## src/rtl/gbsha_fir_driver.sv

```systemverilog
// rtl/gbsha_fir_driver.sv - host-side sequencer driving the FIR core's reset/data pins
// Replays stored coefficients, then streams FIFO samples with zero-stuffing and tags outputs.
module gbsha_fir_driver #(
  parameter int N_TAPS     = 5,
  parameter int BW_in      = 6,
  parameter int BW_out     = 8,
  parameter int FIFO_DEPTH = 4
) (
  input  logic              clk,
  input  logic              reset,
  input  logic              coef_we,
  input  logic [3:0]        coef_addr,
  input  logic [BW_in-1:0]  coef_data,
  input  logic              start,
  input  logic              stop,
  input  logic              s_valid,
  input  logic [BW_in-1:0]  s_data,
  output logic              s_ready,
  output logic              fir_reset,
  output logic [BW_in-1:0]  fir_x,
  input  logic [BW_out-1:0] fir_y,
  output logic              y_valid,
  output logic [BW_out-1:0] y_data,
  output logic              busy
);

  localparam int         PW      = $clog2(FIFO_DEPTH);
  localparam logic [3:0] NT      = 4'(N_TAPS);
  localparam logic [3:0] NT_M1   = 4'(N_TAPS - 1);
  localparam logic [PW:0] DEPTH_C = (PW + 1)'(FIFO_DEPTH);

  typedef enum logic [1:0] {IDLE, LOAD, STREAM, FLUSH} state_t;

  state_t              state_q, state_d;
  logic [3:0]          k_q, k_d, cnt_q, cnt_d;
  logic                fir_reset_q, fir_reset_d;
  logic [BW_in-1:0]    fir_x_q, fir_x_d;
  logic                tag_q, tag_d, tag_p_q, tag_p_d;
  logic                y_valid_q, y_valid_d;
  logic [BW_out-1:0]   y_data_q, y_data_d;
  // Bank is sized for the full 4-bit address space; only indices below N_TAPS are writable.
  logic [BW_in-1:0]    coef_q [16];
  logic [BW_in-1:0]    coef_d [16];
  logic [BW_in-1:0]    mem_q [FIFO_DEPTH];
  logic [BW_in-1:0]    mem_d [FIFO_DEPTH];
  logic [PW-1:0]       wr_ptr_q, wr_ptr_d, rd_ptr_q, rd_ptr_d;
  logic [PW:0]         count_q, count_d;
  logic                push, pop, fifo_empty, do_stream;

  always_comb begin
    state_d     = state_q;
    k_d         = k_q;
    cnt_d       = cnt_q;
    fir_reset_d = fir_reset_q;
    fir_x_d     = fir_x_q;
    tag_d       = 1'b0;
    tag_p_d     = tag_q;
    y_valid_d   = tag_p_q;
    y_data_d    = fir_y;
    coef_d      = coef_q;
    pop         = 1'b0;
    fifo_empty  = (count_q == '0);
    do_stream   = (state_q == STREAM) || (state_q == LOAD && k_q == NT_M1);

    unique case (state_q)
      IDLE: begin
        fir_reset_d = 1'b1;
        fir_x_d     = '0;
        if (coef_we && coef_addr < NT) coef_d[coef_addr] = coef_data;
        // coef_q[0] is read before the same-edge write lands, so LOAD sees the old value.
        if (start) begin
          fir_reset_d = 1'b0;
          fir_x_d     = coef_q[0];
          k_d         = 4'd0;
          state_d     = LOAD;
        end
      end
      LOAD: begin
        k_d = k_q + 4'd1;
        if (k_q == NT_M1) state_d = STREAM;
        else              fir_x_d = coef_q[k_q + 4'd1];
      end
      STREAM: begin
        if (stop) begin
          state_d = FLUSH;
          cnt_d   = NT;
        end
      end
      FLUSH: begin
        fir_x_d = '0;
        cnt_d   = cnt_q - 4'd1;
        if (cnt_q == 4'd1) begin
          state_d     = IDLE;
          fir_reset_d = 1'b1;
        end
      end
      default: state_d = IDLE;
    endcase

    // The FIR shifts every cycle, so an empty FIFO feeds zeros rather than stalling.
    if (do_stream) begin
      if (!fifo_empty) begin
        pop     = 1'b1;
        fir_x_d = mem_q[rd_ptr_q];
        tag_d   = 1'b1;
      end else begin
        fir_x_d = '0;
      end
    end

    push     = s_valid && (count_q != DEPTH_C);
    mem_d    = mem_q;
    wr_ptr_d = wr_ptr_q;
    rd_ptr_d = rd_ptr_q;
    if (push) begin
      mem_d[wr_ptr_q] = s_data;
      wr_ptr_d        = wr_ptr_q + PW'(1);
    end
    if (pop) rd_ptr_d = rd_ptr_q + PW'(1);
    unique case ({push, pop})
      2'b10:   count_d = count_q + (PW + 1)'(1);
      2'b01:   count_d = count_q - (PW + 1)'(1);
      default: count_d = count_q;
    endcase
  end

  always_ff @(posedge clk or posedge reset) begin
    if (reset) begin
      state_q     <= IDLE;
      k_q         <= '0;
      cnt_q       <= '0;
      fir_reset_q <= 1'b1;
      fir_x_q     <= '0;
      tag_q       <= 1'b0;
      tag_p_q     <= 1'b0;
      y_valid_q   <= 1'b0;
      y_data_q    <= '0;
      wr_ptr_q    <= '0;
      rd_ptr_q    <= '0;
      count_q     <= '0;
      for (int i = 0; i < 16; i++) coef_q[i] <= '0;
    end else begin
      state_q     <= state_d;
      k_q         <= k_d;
      cnt_q       <= cnt_d;
      fir_reset_q <= fir_reset_d;
      fir_x_q     <= fir_x_d;
      tag_q       <= tag_d;
      tag_p_q     <= tag_p_d;
      y_valid_q   <= y_valid_d;
      y_data_q    <= y_data_d;
      wr_ptr_q    <= wr_ptr_d;
      rd_ptr_q    <= rd_ptr_d;
      count_q     <= count_d;
      coef_q      <= coef_d;
    end
  end

  always_ff @(posedge clk) begin
    mem_q <= mem_d;
  end

  assign s_ready   = (count_q != DEPTH_C);
  assign fir_reset = fir_reset_q;
  assign fir_x     = fir_x_q;
  assign y_valid   = y_valid_q;
  assign y_data    = y_data_q;
  assign busy      = (state_q != IDLE);

endmodule
```

## config.mk

```make
export PLATFORM = sky130hd
export DESIGN_NAME = gbsha_fir_driver
export DESIGN_NICKNAME = d
export VERILOG_FILES = /design/src/rtl/gbsha_fir_driver.sv
export SDC_FILE = /design/constraint.sdc
export NUM_CORES = 1
export LEC_CHECK = 0
export ABC_CLOCK_PERIOD_IN_PS = 5300
export BUFFER_PORTS_ARGS = -buffer_cell sky130_fd_sc_hd__buf_2
export CAP_MARGIN = 20
export CORE_UTILIZATION = 55
export DETAILED_ROUTE_END_ITERATION = 8
export PLACE_DENSITY_LB_ADDON = 0.25
export SLEW_MARGIN = 25
export SYNTH_ARGS = -nofsm -noshare
export SYNTH_HDL_FRONTEND = slang
export SYNTH_SLANG_ARGS = --single-unit
```

## constraint.sdc

```tcl
create_clock -name clk -period 5.3 [get_ports clk]
set_input_delay 0.795 -clock clk [delete_from_list [all_inputs] [get_ports clk]]
set_output_delay 0.795 -clock clk [all_outputs]
set_load 0.05 [all_outputs]
```

==> results.txt, run 1 <==
After detailed placement, the total cell area comes to 6670 µm². Combined global-route utilization of all metal layers: 21.0%. The Yosys step of the flow raised 0 warnings. The portion of the clock cycle consumed by the worst path in the final layout works out to 63.1%.

For this design the ratio of total power to cell area is 568 nW/µm². Synthesis handed over a netlist of 465 instances. The logs give 0 for the number of max-cap violations and 3.69 ns for the data arrival time at the worst-slack endpoint. During placement, the flow inserted port buffers numbering 47. The worst slack on hold paths is 0.369 ns.

The run gives 0 as the final count of negative-setup-slack endpoints. At the pin with the least slew margin, the transition time is 0.898 ns. Of all nets on the critical path, the largest fanout is 22.

Entering global routing, the biggest net connects 54 pins. The run gives 3757 as the via count of the first global-routing pass. The worst hold path passes through 0 cells.

The number of placement rows is 39. The checks that failed: design-rule violations. The remaining antenna violation count after routing is 0. After the last flow step, the layout net total stands at 495. The path class of the lowest-slack min-delay path is register to register.

The cell family contributing the most delay on the critical path is adder cells. The critical path crosses 10 cells after its start point. Summing all non-filler instances in the final layout gives an area of 7300 µm². At the end of routability-driven placement, the weighted congestion stood at 0.749. The worst register-to-register path has a depth of 10. Of the post-synthesis cell area, the dominant cell type holds 49.0%. The element type at the critical path start was a register. The worst setup path is captured at a register. The run finished, with violations left. Via density per instance: 5.67. The detailed-route wire length per cell was 18.9 µm.

The number of gates resized after CTS was 0. In this run the post-CTS setup repair buffer count came out at 0. The logs give 6 for the total iterations of the first detailed-routing run and 0 for the cts-stage hold buffer count.

Cells with a size suffix above 1 make up 27.8% of the layout. The tools report the global-route wire length before repair as 19.5 mm. Counting flops with an async set or reset pin after synthesis yields a share of 84.5%.

The logs give 0 ns for the setup TNS and 607 for the count of placed standard cells in the final layout, fillers left out. Classification of the worst setup path: register to register. For this run, design rule violations remaining after detail routing come to 5.

Setup repair after global routing left no endpoint under its margin. The post-synthesis instance area is 6640 µm². TritonCTS built the clock tree. The H-tree was split into 4 levels. The cell count after placement came out at 575.

When the netlist entered floorplanning its net count stood at 509. The floorplan step set the die width to 112 µm. The run gives 2 as the maximum buffer depth of the clock tree. The tools report the placed wire-length estimate after detailed placement as 7.78 mm. Most common flop cell mapped by yosys: sky130_fd_sc_hd__dfrtp_1. The count of flip-flops with a built-in enable after synthesis was 24.

CTS placed an instance of sky130_fd_sc_hd__clkbuf_16 at the clock tree root. The clock network latency to the later pin of the worst-skew pair was 0.42 ns. STA puts the critical path data required time at 5.64 ns.

The worst slew margin relative to its limit was 40.1%; the fmax was 299 MHz. The delay of the slowest cell on the worst path came out at 0.60 ns. In this run the mean area of a mapped cell was 14.3 µm². The run gives 48 as the boundary pin count. Measured along the y axis, the die boundary spans 112 µm.

On the critical path, the stage with the largest delay is an instance of sky130_fd_sc_hd__ha_1. The run gives 0 as the number of antenna violations at the first check in global routing. For this design the static power due to leakage is 0.00336 µW. TritonCTS created 17 clock buffers. The repair_antennas step left the layout with diodes totalling 0. The count of endpoints failing hold in the final timing report came out at 0. The critical path goes through inv_1 > ha_1 > nand4b_1 > a21boi_4 > ha_1 > inv_1 > fa_1 > xor2_1 > nor2_1 > xor2_1. CTS sink count: 155.

The worst-case IR drop observed on VDD is 0.402 mV. The tools report the number of DRC markers after the initial detailed-route iteration as 207. The maximum clock skew at final layout is 0.00905 ns, and the sequential area share after synthesis is 60.2%. In this run, synthesis produced a sequential element count of 155. The CTS clock-pin slew for the worst setup and hold paths was 0.06 ns; the number of unique standard cell types used by synthesis was 52. The area overhead of the layout relative to synthesis is 9.93%. The region available for standard cell placement spans 11600 µm². The die covers 12500 µm².

Ranked by total cell area, the synthesized netlist is headed by sky130_fd_sc_hd__dfrtp_1, sky130_fd_sc_hd__edfxtp_1, sky130_fd_sc_hd__mux4_2, sky130_fd_sc_hd__mux2_1, sky130_fd_sc_hd__clkbuf_1. The routed design has 11.5 mm of wire. The total congestion overflow was 0; the sum of buffers and inverters on the critical path was 2.

After synthesis, the most frequently instantiated cells are sky130_fd_sc_hd__dfrtp_1, sky130_fd_sc_hd__clkbuf_1, sky130_fd_sc_hd__mux2_1, sky130_fd_sc_hd__edfxtp_1, sky130_fd_sc_hd__mux2i_1. The tools report the via count of the routed design as 3440. Number of max-slew violations in the final report: 0. The worst path in the final design needs a cycle of 3.34 ns, including I/O delays and setup. The most frequently used cell type in the post-synthesis netlist is sky130_fd_sc_hd__dfrtp_1. The tools report the starting density of the core as 57.2%. sky130_fd_sc_hd__dfrtp_1 takes more of the synthesized area than any other cell.
## cell families (layout without fill, tap and decap cells)
group / count (synthesis) / after routing / synth area share, %
DFF: 155 / 155 / 60.2
buffers and inverters: 101 / 100 / 7.52
muxes: 89 / 89 / 18.8
and+or+nand+nor: 55 / 55 / 4.63
AOI/OAI and AO/OA: 42 / 42 / 4.63
adders and majority gates: 14 / 14 / 2.75
xor gates and xnor gates: 9 / 9 / 1.41
## routing by layer
metal	routed length, µm	up-vias	global-route usage [%]
li1	-	1579	-
met1	5190	1757	28.9
met2	5510	93	31.6
met3	645	11	7.02
met4	126	0	7.48
met5	0	-	0
## sequential cells by signal (all words and copies together), names as in the netlist
register   count
coef_q        96
mem_q         24
y_data         8
fir_x          6
cnt_q          4
k_q            4
count_q        3
rd_ptr_q       2
state_q        2
wr_ptr_q       2
fir_reset      1
tag_p_d        1
tag_p_q        1
y_valid        1
## area by class of cell
cell class	count	area, µm²
Tap cell	143	179
Timing Repair Buffer	50	258
Clock inverter	14	196
Multi-Input combinational cell	209	2160
Sequential cell	155	4000
Fill cell	833	4310
Inverter	18	83.8
Clock buffer	18	429
## final timing paths
path                            start    endpoint  slack, ns
max                        state_q[1]  count_q[2]       1.96
min                           tag_p_d     tag_p_q       0.37
max reg2reg                state_q[1]  count_q[2]       1.96
min reg2reg                   tag_p_d     tag_p_q       0.37
max in group asynchronous       reset  coef_q[79]       3.77
min in group asynchronous       reset   y_data[7]       0.47
## layout by cell type (no fill, tap or decap), types with 3 or more instances in the layout
master                       netlist  layout
sky130_fd_sc_hd__a221oi_1          6       6
sky130_fd_sc_hd__a22o_1            4       4
sky130_fd_sc_hd__a22o_2            3       3
sky130_fd_sc_hd__a31oi_1           7       7
sky130_fd_sc_hd__and3_1            4       4
sky130_fd_sc_hd__buf_2             3      47
sky130_fd_sc_hd__buf_4             0       3
sky130_fd_sc_hd__bufinv_16         0       4
sky130_fd_sc_hd__clkbuf_16         0      17
sky130_fd_sc_hd__clkinv_4          0       4
sky130_fd_sc_hd__clkinvlp_4        0       3
sky130_fd_sc_hd__dfrtp_1         130     130
sky130_fd_sc_hd__edfxtp_1         24      24
sky130_fd_sc_hd__ha_1             13      12
sky130_fd_sc_hd__inv_1            16      15
sky130_fd_sc_hd__mux2_1           28      28
sky130_fd_sc_hd__mux2_2           14      14
sky130_fd_sc_hd__mux2i_1          23      23
sky130_fd_sc_hd__mux4_2           22      22
sky130_fd_sc_hd__nand2_1           8       8
sky130_fd_sc_hd__nand3_1          13      13
sky130_fd_sc_hd__nand3b_1          4       4
sky130_fd_sc_hd__nor2_1            9       9
sky130_fd_sc_hd__o21ai_0          12      12
sky130_fd_sc_hd__or3b_1            5       5
sky130_fd_sc_hd__xnor2_1           4       4
sky130_fd_sc_hd__xor2_1            3       3
## worst register-to-register path, stage by stage, from the launching register on
cell	delay, ns
sky130_fd_sc_hd__dfrtp_1	0.41
sky130_fd_sc_hd__inv_1	0.09
sky130_fd_sc_hd__ha_1	0.60
sky130_fd_sc_hd__nand4b_1	0.52
sky130_fd_sc_hd__a21boi_4	0.48
sky130_fd_sc_hd__ha_1	0.26
sky130_fd_sc_hd__inv_1	0.07
sky130_fd_sc_hd__fa_1	0.38
sky130_fd_sc_hd__xor2_1	0.16
sky130_fd_sc_hd__nor2_1	0.13
sky130_fd_sc_hd__xor2_1	0.16
## power breakdown
| part | leakage, µW | total (µW) | internal [µW] | switching, µW |
|---|---|---|---|---|
| Clock | 0.000289 | 1270 | 789 | 481 |
| Combinational | 0.00110 | 1320 | 568 | 748 |
| Sequential | 0.00197 | 1560 | 1420 | 144 |
| Total | 0.00336 | 4150 | 2780 | 1370 |
## through the flow
stage	utilization (%)	total power (µW)	setup WS [ns]
after floorplan	-	2680	1.01
after global placement	57.4	2860	2.24
after detailed placement	57.4	2900	2.03
after CTS	62.8	4170	1.98
after global routing	62.9	4370	1.69
final	62.9	4150	1.96
(Power assumes the default switching activity.)
==> run 2, diff against run 1 <==
--- a/config.mk
+++ b/config.mk
@@ -5,10 +5,10 @@
 export SDC_FILE = /design/constraint.sdc
 export NUM_CORES = 1
 export LEC_CHECK = 0
-export ABC_CLOCK_PERIOD_IN_PS = 5300
+export ABC_CLOCK_PERIOD_IN_PS = 3000
 export BUFFER_PORTS_ARGS = -buffer_cell sky130_fd_sc_hd__buf_2
 export CAP_MARGIN = 20
-export CORE_UTILIZATION = 55
+export CORE_UTILIZATION = 54
 export DETAILED_ROUTE_END_ITERATION = 8
 export PLACE_DENSITY_LB_ADDON = 0.25
 export SLEW_MARGIN = 25
==> constraint.sdc (replaced) <==
create_clock -name clk -period 3 [get_ports clk]
set_input_delay 0.45 -clock clk [delete_from_list [all_inputs] [get_ports clk]]
set_output_delay 0.45 -clock clk [all_outputs]
set_load 0.05 [all_outputs]
==> run 2 against run 1 <==
The run now ends clean. Fmax rose by 29%. Clock skew fell by 0.0027 ns. Via count fell by 1.5%. Die area rose by 1.8%. Non-clock buffer count rose by 5. Power rose by 74%. Global-route usage fell by 0.58 points. First-iteration DRC count fell by 16%. Largest power group unchanged. Critical path type unchanged. Critical endpoint is now fir_x[5]. Utilization fell by 1.9 points. Worst setup slack got worse by 1.5 ns. Combinational power rose by 78%.
==> results.txt, run 2 (synthesis gave the netlist of run 1 again) <==
The classification of the worst setup path is register to register. The largest driver fanout on the critical path works out to 16 (-27%). The run finished with clean final reports. Starting density of the core: 55.3% (-1.9 points).

The critical path goes through bufinv_8 > ha_2 > buf_4 > mux2i_1 > mux4_2 > or3b_1 > a31oi_1. The number of antenna repair diodes is 0 (unchanged). The cts-stage hold buffer count was 0 (unchanged); the detailed-route wire length per cell was 18.6 µm (-1.4%).

The largest net degree at the start of global routing was 64 (+19%). On the critical path, the stage with the largest delay is an instance of sky130_fd_sc_hd__ha_2. The maximum level of the CTS H-tree was 4 (unchanged); the number of max-slew violations in the final report was 0 (unchanged). For the leakage power, the log shows 0.00337 µW (+0.37%). The tools report the number of buffers created by CTS as 17 (unchanged).

The die footprint came out at 12700 µm² (+1.8%). For the overall routed net length, the log shows 11.5 mm (about the same). The flip-flop count of the largest register, all copies and words added works out to 96 (unchanged). For the worst slew margin relative to its limit, the log shows 48.0% (+7.9 points).

For the maximum clock skew at final layout, the log shows 0.00631 ns (-0.00274 ns). The number of placement rows was 40 (+2.6%). The path class of the lowest-slack min-delay path was primary input to register. The portion of the clock cycle consumed by the worst path in the final layout is 86.4% (+23 points), and the number of buffer cells added on primary ports is 47 (unchanged).

The run gives 386 MHz (+29%) as the fmax. Setup repair after global routing left no endpoint under its margin. Clock network latency to the later pin of the worst-skew pair: 0.42 ns (about the same).

TritonCTS built the clock tree. The total iterations of the first detailed-routing run was 4 (-2); the die extent in y was 113 µm (+0.91%). The maximum buffer depth of the clock tree was 2 (unchanged); the worst endpoint required time was 3.34 ns (-2.30 ns). The run gives 0 (unchanged) as the remaining antenna violation count after routing.

The tools report the endpoint kind of the worst setup timing path as a register. The share of cells above drive strength 1 is 27.9% (+0.13 points). The number of DRC markers after the initial detailed-route iteration is 174 (-16%), and the CTS clock-pin slew for the worst setup and hold paths is 0.06 ns (about the same). Total power per unit cell area: 986 nW/µm² (+73%). The number of antenna violations at the first check in global routing was 0 (unchanged); the CTS sink count was 155 (unchanged). The count of endpoints failing hold in the final timing report came out at 0 (unchanged). The register name with the most flops was coef_q.

The via density per instance came out at 5.50 (-2.9%). The core region area was 12000 µm² (+3.4%); the setup slack after placement was 0.405 ns (-1.63 ns). The combined global-route utilization of all metal layers is 20.4% (-0.58 points). The tools report the data arrival time at the worst-slack endpoint as 2.93 ns (-0.76 ns). The cell chosen for the clock root is sky130_fd_sc_hd__clkbuf_16.

Minimum clock period after layout: 2.59 ns (-0.751 ns). The final design utilization came out at 60.9% (-1.9 points). The library cell used most frequently in the layout, excluding fill and tap cells, is sky130_fd_sc_hd__dfrtp_1. The final count of negative-setup-slack endpoints was 0 (unchanged); the area overhead of the layout relative to synthesis was 10.2%.

The post-route worst setup slack was 0.408 ns (-1.55 ns); the global-route wire length before repair was 18.9 mm (-2.8%). The quantity of gates resized following cts is 0 (unchanged). The last weighted congestion value of the routability-driven placer came out at 0.753 (+0.49%). The run gives 500 (+1.0%) as the final layout net count. The count of unresolved DRC violations after routing was 0 (-5); the via count of the routed design was 3390 (-1.5%). The delay of the slowest cell on the worst path is 0.48 ns (-0.12 ns). The logs give 0.570 mV (+42%) for the maximum resistive drop on vdd and 0 (unchanged) for the number of max-cap violations. Placed wire-length estimate after detailed placement: 7.87 mm (+1.2%). Leaving out fill and tap cells, the most frequent cells in the layout are sky130_fd_sc_hd__dfrtp_1, sky130_fd_sc_hd__buf_2, sky130_fd_sc_hd__mux2_1, sky130_fd_sc_hd__edfxtp_1, sky130_fd_sc_hd__mux2i_1.

Transition time at the pin with the least slew margin: 0.778 ns (-0.120 ns). The tools report the number of inserted filler cells in the final layout as 937 (+12%). The overall die width is 113 µm (+0.91%), and the boundary pin count is 48 (unchanged). The post-CTS setup buffer count is 0 (unchanged).

The worst setup path is launched from a register. The logs give 3595 (-4.3%) for the via count of the first global-routing pass and 0 ns (unchanged) for the setup TNS. The run gives 0 (unchanged) as the total congestion overflow.
run 2: cell types whose count changed in the layout (fill, tap and decap cells not counted), sizes merged:
cell    before  now
bufinv       5    4
buf         50   55
clkbuf      18   19
inv         18   16
clkinv       4    6
run 2: metrics by stage:
step / total power, µW / instances / hold WS, ns / cell area [µm²]
finish: 7220 / 616 / 0.129 / 7320
global route: 7590 / 616 / 0.111 / 7320
CTS: 7280 / 616 / 0.112 / 7320
detailed placement: 5140 / 584 / 0.353 / 6740
global placement: 5060 / 584 / 0.338 / 6740
floorplan: 4730 / 465 / 0.331 / 6650
run 2: area by class of cell:
class                      instances  area (µm²)  share of cell area (%)
inverter                          18        85.1                    1.16
clock buffer                      19         433                    5.91
multi-input combinational        209        2150                    29.3
sequential                       155        4000                    54.6
timing repair buffer              55         320                    4.38
clock inverter                    13         151                    2.07
tap                              147         184                    2.51
run 2: final timing paths:
kind | start | to | slack (ns) | depth (start not counted)
min reg2reg | tag_p_q | y_valid | 0.36 | 0
max | k_q[0] | fir_x[5] | 0.41 | 7
max reg2reg | k_q[0] | fir_x[5] | 0.41 | 7
max in group asynchronous | reset | y_data[1] | 2.14 | 3
min in group asynchronous | reset | wr_ptr_q[1] | 0.14 | 2
min | fir_y[6] | y_data[6] | 0.13 | 1
run 2: report_power, final:
group	internal [µW]	total, µW	switching [µW]
registers	2510	2760	249
logic	1010	2350	1330
clock network	1300	2110	817
run 2: critical path: cells and delay by family (launching register included):
kind / cells / cell delay [ns]
buffers and inverters: 2 / 0.54
multiplexers: 2 / 0.58
adder cells (fa/ha/maj): 1 / 0.48
AO/OA/AOI/OAI: 1 / 0.18
AND/OR/NAND/NOR: 1 / 0.37
flip-flops: 1 / 0.35
run 2: metal layers:
| metal | global-route usage (%) | vias up | part of all wire, % | wire length [µm] |
|---|---|---|---|---|
| li1 | - | 1594 | - | - |
| met1 | 28.1 | 1703 | 47 | 5410 |
| met2 | 30.3 | 70 | 46 | 5290 |
| met3 | 5.30 | 23 | 4.2 | 484 |
| met4 | 10.8 | 0 | 2.6 | 301 |
| met5 | 0 | - | 0 | 0 |
